File: src/rtl/adc_sample_filter.sv
// adc_sample_filter: boxcar average of SPI ADC words with stale/overrun flags.
// Define ADC_HYSTERESIS_EN to suppress output updates smaller than HYST while running.
module adc_sample_filter #(
  parameter int          AVG_LOG2 = 2,
  parameter logic [15:0] TIMEOUT  = 16'hFFFF,
  parameter logic [15:0] HYST     = 16'd8
) (
  input  logic        clock,
  input  logic        reset,
  input  logic [0:15] sample_in,
  input  logic        sample_valid,
  output logic [15:0] filt_out,
  output logic        filt_valid,
  output logic        stale,
  output logic        overrun
);
  localparam int DEPTH = 1 << AVG_LOG2;
  localparam int SW = 16 + AVG_LOG2;
  localparam int PW = AVG_LOG2 > 0 ? AVG_LOG2 : 1;
  typedef enum logic {PRIME, RUN} state_t;
  state_t state, state_nx;
  logic sv_q, v1, v2, p2, edge_e, busy, to_hit, upd;
  logic [15:0] w_q, avg_q, cnt;
  logic [15:0] buf_q [DEPTH];
  logic [SW-1:0] sum, sum_nx;
  logic [PW-1:0] ptr;
  always_comb begin
    edge_e = sample_valid & ~sv_q;
    busy = v1 | v2;
    to_hit = ~edge_e && cnt == TIMEOUT - 16'd1;
    sum_nx = sum + SW'(w_q) - SW'(buf_q[ptr]);
    state_nx = to_hit ? PRIME : (v1 ? RUN : state);
`ifdef ADC_HYSTERESIS_EN
    upd = p2 || ((avg_q > filt_out ? avg_q - filt_out : filt_out - avg_q) >= HYST);
`else
    upd = 1'b1;
`endif
  end
  always_ff @(posedge clock or negedge reset)
    if (!reset) state <= PRIME;
    else state <= state_nx;
  // Stage 1 captures the word; [0:15] to [15:0] assignment keeps wire-first bit as MSB.
  always_ff @(posedge clock or negedge reset) begin
    if (!reset) begin
      sv_q <= 1'b0;
      v1 <= 1'b0;
      v2 <= 1'b0;
      p2 <= 1'b0;
      w_q <= '0;
      avg_q <= '0;
      cnt <= '0;
      sum <= '0;
      ptr <= '0;
      filt_out <= '0;
      filt_valid <= 1'b0;
      stale <= 1'b1;
      overrun <= 1'b0;
      for (int i = 0; i < DEPTH; i++) buf_q[i] <= '0;
    end else begin
      sv_q <= sample_valid;
      v1 <= edge_e & ~busy;
      v2 <= v1;
      overrun <= edge_e & busy;
      if (edge_e & ~busy) w_q <= sample_in;
      cnt <= edge_e ? 16'd0 : (cnt == TIMEOUT ? cnt : cnt + 16'd1);
      if (to_hit) stale <= 1'b1;
      if (v1) begin
        p2 <= state == PRIME;
        if (state == PRIME) begin
          for (int i = 0; i < DEPTH; i++) buf_q[i] <= w_q;
          sum <= SW'(w_q) << AVG_LOG2;
          ptr <= '0;
          avg_q <= w_q;
          stale <= 1'b0;
        end else begin
          buf_q[ptr] <= w_q;
          sum <= sum_nx;
          ptr <= ptr == PW'(DEPTH - 1) ? '0 : ptr + 1'b1;
          avg_q <= 16'(sum_nx >> AVG_LOG2);
        end
      end
      filt_valid <= v2 & upd;
      if (v2 & upd) filt_out <= avg_q;
    end
  end
endmodule
File: config.mk
export PLATFORM = sky130hd
export DESIGN_NAME = adc_sample_filter
export DESIGN_NICKNAME = d
export VERILOG_FILES = /design/src/rtl/adc_sample_filter.sv
export SDC_FILE = /design/constraint.sdc
export NUM_CORES = 1
export LEC_CHECK = 0
export BUFFER_PORTS_ARGS = -buffer_cell sky130_fd_sc_hd__buf_2
export CAP_MARGIN = 30
export CORE_MARGIN = 2
export CORE_UTILIZATION = 45
export DETAILED_ROUTE_END_ITERATION = 8
export PLACE_DENSITY = 0.58
export SYNTH_ARGS = -nofsm -noshare
export SYNTH_HDL_FRONTEND = slang
export SYNTH_SLANG_ARGS = --single-unit
File: constraint.sdc
create_clock -name clock -period 5.7 [get_ports clock]
set_input_delay 1.14 -clock clock [delete_from_list [all_inputs] [get_ports clock]]
set_output_delay 1.14 -clock clock [all_outputs]
set_load 0.005 [all_outputs]
== Word level (Yosys, flattened, before mapping) ==
Index checks and enable logic that the tools add are counted.

* Add/subtract/negate cells: 4
* Order comparisons: 2
* Equality and inequality tests: 4
* Muxes and demuxes: 18
* Bitwise gates (word level): 8
* Reductions and logical operators: 3

{| class="wikitable"
|+ Operators with widths
! operator !! number
|-
| $mux 16 || 6
|-
| $bwmux 64 || 1
|-
| $mux 64 || 1
|-
| $bmux 16 s2 || 1
|-
| $demux 16 s2 || 1
|-
| $eq 16x16->1 const B || 2
|-
| $add 18x16->18 || 1
|-
| $mux 18 || 1
|-
| $sub 18x16->18 || 1
|-
| $add 16x1->16 const B || 1
|-
| $mux 1 || 5
|-
| $mux 2 || 2
|-
| $and 1x1->1 || 3
|-
| $ge 3x3->1 const B || 1
|-
| $lt 3x1->1 const B || 1
|-
| $not 1->1 || 3
|-
| $not 2->3 || 1
|-
| $add 2x1->2 const B || 1
|-
| $eq 2x2->1 const B || 1
|-
| $logic_and 1x1->1 || 2
|-
| $ne 2x2->1 const B || 1
|-
| $reduce_bool 2->1 || 1
|-
| $or 1x1->1 || 1
|}

* Bits in registers: 155
* Input bits: 19
* Output and inout port bits: 19
* Logic and storage cells: 56

== Longest topological paths before layout ==
* Word-level depth: 7
* Gate-level depth with buffers: 12
* Gate-level depth less buffers: 11

== Worst setup path before layout ==
Ideal clock, no wire load.

* Kind: flip-flop to flip-flop
* Start point: register ptr[0]
* End point: register sum[16]
* Library setup time: 0.136 ns
* Data arrival time: 3.528 ns
* Required time: 5.564 ns
* Path slack: 2.036 ns
* Cell stages (with the launch flop): 13
* Buffers on the path: 2
* Clock period less this slack: 3.664 ns
* Cells stage by stage: dfrtp_1 -> buf_2 -> buf_2 -> mux4_2 -> fa_1 -> inv_1 -> ha_1 -> a21o_1 -> a211o_1 -> nor3_1 -> o21ai_0 -> nand3_1 -> or3b_2

* Longest elaborated chain between the ends: 6

{| class="wikitable"
|+ Ends and longest elaborated chain
! item !! RTL line !! RTL
|-
| start, declared || 26 || <nowiki>logic [PW-1:0] ptr;</nowiki>
|-
| start signal, assigned || 78 || <nowiki>ptr <= ptr == PW'(DEPTH - 1) ? '0 : ptr + 1'b1;</nowiki>
|-
| $not 2->3 (not written as such) || 31 || <nowiki>sum_nx = sum + SW'(w_q) - SW'(buf_q[ptr]);</nowiki>
|-
| $bmux 16 s2 || 31 ||
|-
| $mux 16 (not written as such) (2 in series) || 31 ||
|-
| $sub 18x16->18 || 31 ||
|-
| $mux 18 || 69 || <nowiki>if (state == PRIME) begin</nowiki>
|-
| end signal, assigned || 71 || <nowiki>sum <= SW'(w_q) << AVG_LOG2;</nowiki>
|-
| end signal, assigned || 77 || <nowiki>sum <= sum_nx;</nowiki>
|-
| end, declared || 25 || <nowiki>logic [SW-1:0] sum, sum_nx;</nowiki>
|}

Every way passes these cells. The select of a mux whose other input is x is not followed.
A chain may end at the register's enable or synchronous reset.

== Worst setup path in the final report ==
* Start point: register ptr[0]
* End point: register sum[14]

The elaborated chain is that of the path after synthesis.

==> impl_metrics.py <==
metrics = {
    "cts": {
        "postCtsHoldBufs": 0,
        "cts_made_buffers": 17,
        "library_cell_used_as_clock_root_buffer": "sky130_fd_sc_hd__clkbuf_16",
        "cts.reportedPaths.clkPinSlew_ns": 0.06,
        "tritoncts_num_sinks": 139,
        "clk_path_buf_depth": 2,
        "tritoncts_clock_tree": "done",
        "clock_latency_ns": 0.41,
        "post_cts_resized": 0,
        "htreeDepth": 4,
        "cts_post_setup_buffers_inserted": 0,
    },
    "sta": {
        "setup_violations": 0,
        "worstMarginPinSlew_ns": 0.8805,
        "max_freq_mhz": 245.1,
        "post-route-period-util_pct": 71.57,
        "rsz_0062_raised_after_global_routing": "false",
        "setup_tns_ns": 0,
        "setup_slack_ns": 1.620,
        "finalHoldViolCount": 0,
        "final.min_clock_period_ns": 4.080,
        "finalClockSkew_ns": 0.007446,
        "relative_slew_margins_pct": 41.30,
        "maxSlewViolCount": 0,
    },
    "synth": {
        "synth-async-reset-ratio_pct": 100.0,
        "synth_seq_cells": 139,
        "syn-num-nets": 765,
        "synth_cells": 706,
        "yosys_warnings": 0,
        "synth_area_sq_um": 7151,
        "synth_ff_type": "sky130_fd_sc_hd__dfrtp_1",
        "post_synth.cell_area_avg_sq_um": 10.13,
        "synth-seq-area-share_pct": 48.66,
        "yosys.cell_types.count": 54,
        "synth_enable_flop_cells": 0,
    },
    "floorplanning": {
        "start_util_pct": 45.51,
        "fp.coreArea_sq_um": 15710,
        "die_x_um": 130.1,
        "top_level_port_count": 38,
        "rows": 46,
        "die_area_sq_um": 16910,
        "chipHeight_um": 130.1,
    },
    "drt": {
        "route.final.wire_length_um": 15680,
        "drt_first_pass_iters": 5,
        "drt-wirelength-per-cell_um": 16.15,
        "detail_route.vias_per_cell": 5.249,
        "via_count": 5097,
        "drt_iter0_markers": 323,
        "final_antenna_net_count": 0,
        "drc": 0,
    },
    "worst_setup_path": {
        "ff2ff_setup_slack_ns": 1.62,
        "worst_r2r_endpoint": "sum[14]$_DFFE_PN0P_",
        "critPathCaptureType": "flop",
        "worstPathArrival_ns": 4.36,
        "worst_setup_path_start_kind": "flop",
        "critical_path.reg2reg.startpoint": "ptr[0]$_DFFE_PN0P_",
        "critical_path_required_ns": 5.98,
        "path_max_fanout": 15,
        "path_class": "flop to flop",
        "reg2reg_depth": 11,
    },
    "final_layout": {
        "syn2layout_area_growth_pct": 15.57,
        "insertedDiodeCount": 0,
        "most-common-layout-cells": "sky130_fd_sc_hd__dfrtp_1 (138), sky130_fd_sc_hd__nand2_1 (100), sky130_fd_sc_hd__o21ai_0 (96)",
        "nNetsFinal": 801,
        "post_route_cells_drive_above_1_share_pct": 17.35,
        "mostFrequentLayoutCell": "sky130_fd_sc_hd__dfrtp_1",
    },
    "grt": {
        "grt_start_max_net_pins": 103,
        "gr-usage-all-layers_pct": 20.21,
        "via_count_of_the_first_global_routing_pass": 5199,
        "grt-ovfl-total": 0,
        "grt_antenna_before_repair": 0,
        "global_route_wire_length_before_repair_um": 26250,
    },
    "placed_design": {
        "gp_routability_congestion": 0.8595,
        "detailedPlace.worstSlack_ns": 1.625,
        "post-dp-hpwl_um": 11050,
        "portBuffers": 37,
    },
    "hold_path": {
        "hold_sp": "buf_q[14]$_DFFE_PN0P_",
        "hold_path_class": "flop to flop",
        "worstHoldPathCells": 2,
        "whs_endpoint": "buf_q[14]$_DFFE_PN0P_",
    },
    "outcome": {
        "status": "finished clean",
    },
    "job": {
        "timing.max_cap.violations": 0,
    },
}
layer usage:
metal | vias up | share of wire (%) | track usage (%)
li1 | 2475 | - | -
met1 | 2511 | 48 | 28.60
met2 | 95 | 48 | 31.88
met3 | 16 | 3.0 | 3.198
met4 | 0 | 1.4 | 7.211
met5 | - | 0 | 0
area by class of cell:
| type | count | area (sq um) |
|---|---|---|
| sequential | 139 | 3480 |
| clock inverter | 14 | 219.0 |
| clock buffer | 18 | 429.2 |
| tap | 216 | 270.3 |
| timing repair buffer | 48 | 294.0 |
| inverter | 72 | 270.3 |
| multi-input combinational | 464 | 3302 |
| fill | 1415 | 7448 |
kinds of logic after synthesis:
group                      after synthesis  share of synthesized area (%)
and+or+nand+nor                        198                          12.35
AOI/OAI and AO/OA                      163                          13.26
DFF                                    139                          48.66
buffers and inverters                  103                          5.442
muxes                                   41                          8.907
adders and majority gates               40                          8.679
xor gates and xnor gates                22                          2.695
synth_stat cells, drive strengths merged (5+ instances only):
master,number,area share [%]
ha,24,4.2
a21oi,23,1.6
nand4,6,0.52
a21o,6,0.63
fa,16,4.5
dfrtp,138,48
nand2,100,5.2
mux4,16,5.0
or3,5,0.44
nor3,11,0.77
inv,72,3.8
a2bb2oi,5,0.61
xor2,7,0.86
nor2b,5,0.44
o21a,5,0.52
mux2,21,3.3
nor2,38,2.0
nand3,12,0.84
clkbuf,28,1.5
o21ai,100,7.0
xnor2,15,1.8
flip-flops by register name, summed over array words and instances, names as in the netlist:
name	count
buf_q	64
sum	18
cnt	16
filt_out	16
w_q	16
ptr	2
filt_valid	1
overrun	1
stale	1
state	1
sv_q	1
v1	1
v2	1
how the worst max path moves through the flow:
stage                        from                   to
6_report       ptr[0]$_DFFE_PN0P_  sum[14]$_DFFE_PN0P_
5_1_grt        ptr[0]$_DFFE_PN0P_  sum[14]$_DFFE_PN0P_
4_1_cts        ptr[0]$_DFFE_PN0P_  sum[14]$_DFFE_PN0P_
3_5_place_dp   ptr[0]$_DFFE_PN0P_  sum[14]$_DFFE_PN0P_
3_3_place_gp   ptr[0]$_DFFE_PN0P_  sum[14]$_DFFE_PN0P_
2_1_floorplan  ptr[0]$_DFFE_PN0P_  sum[16]$_DFFE_PN0P_
per-stage QoR:
step / hold WS, ns / util (%) / instance area, sq um / cells
2_1_floorplan: 0.3519 / - / 7151 / 706
3_3_place_gp: 0.4572 / 48.30 / 7589 / 938
3_5_place_dp: 0.4659 / 48.30 / 7589 / 938
4_1_cts: 0.4786 / 52.42 / 8237 / 970
5_1_grt: 0.5012 / 52.60 / 8264 / 971
6_report: 0.4752 / 52.60 / 8264 / 971
worst max-delay path, stage by stage (launching register included):
cell,delay (ns)
sky130_fd_sc_hd__dfrtp_1,0.52
sky130_fd_sc_hd__buf_4,0.36
sky130_fd_sc_hd__mux4_2,0.56
sky130_fd_sc_hd__fa_1,0.49
sky130_fd_sc_hd__inv_1,0.07
sky130_fd_sc_hd__fa_1,0.47
sky130_fd_sc_hd__a21o_1,0.20
sky130_fd_sc_hd__a21oi_1,0.34
sky130_fd_sc_hd__o21a_1,0.24
sky130_fd_sc_hd__o21ai_0,0.15
sky130_fd_sc_hd__nand3_1,0.11
sky130_fd_sc_hd__or3b_2,0.44
Power is not shown: default switching activity piles up to over one toggle a cycle in this logic, so the estimate is an artifact.
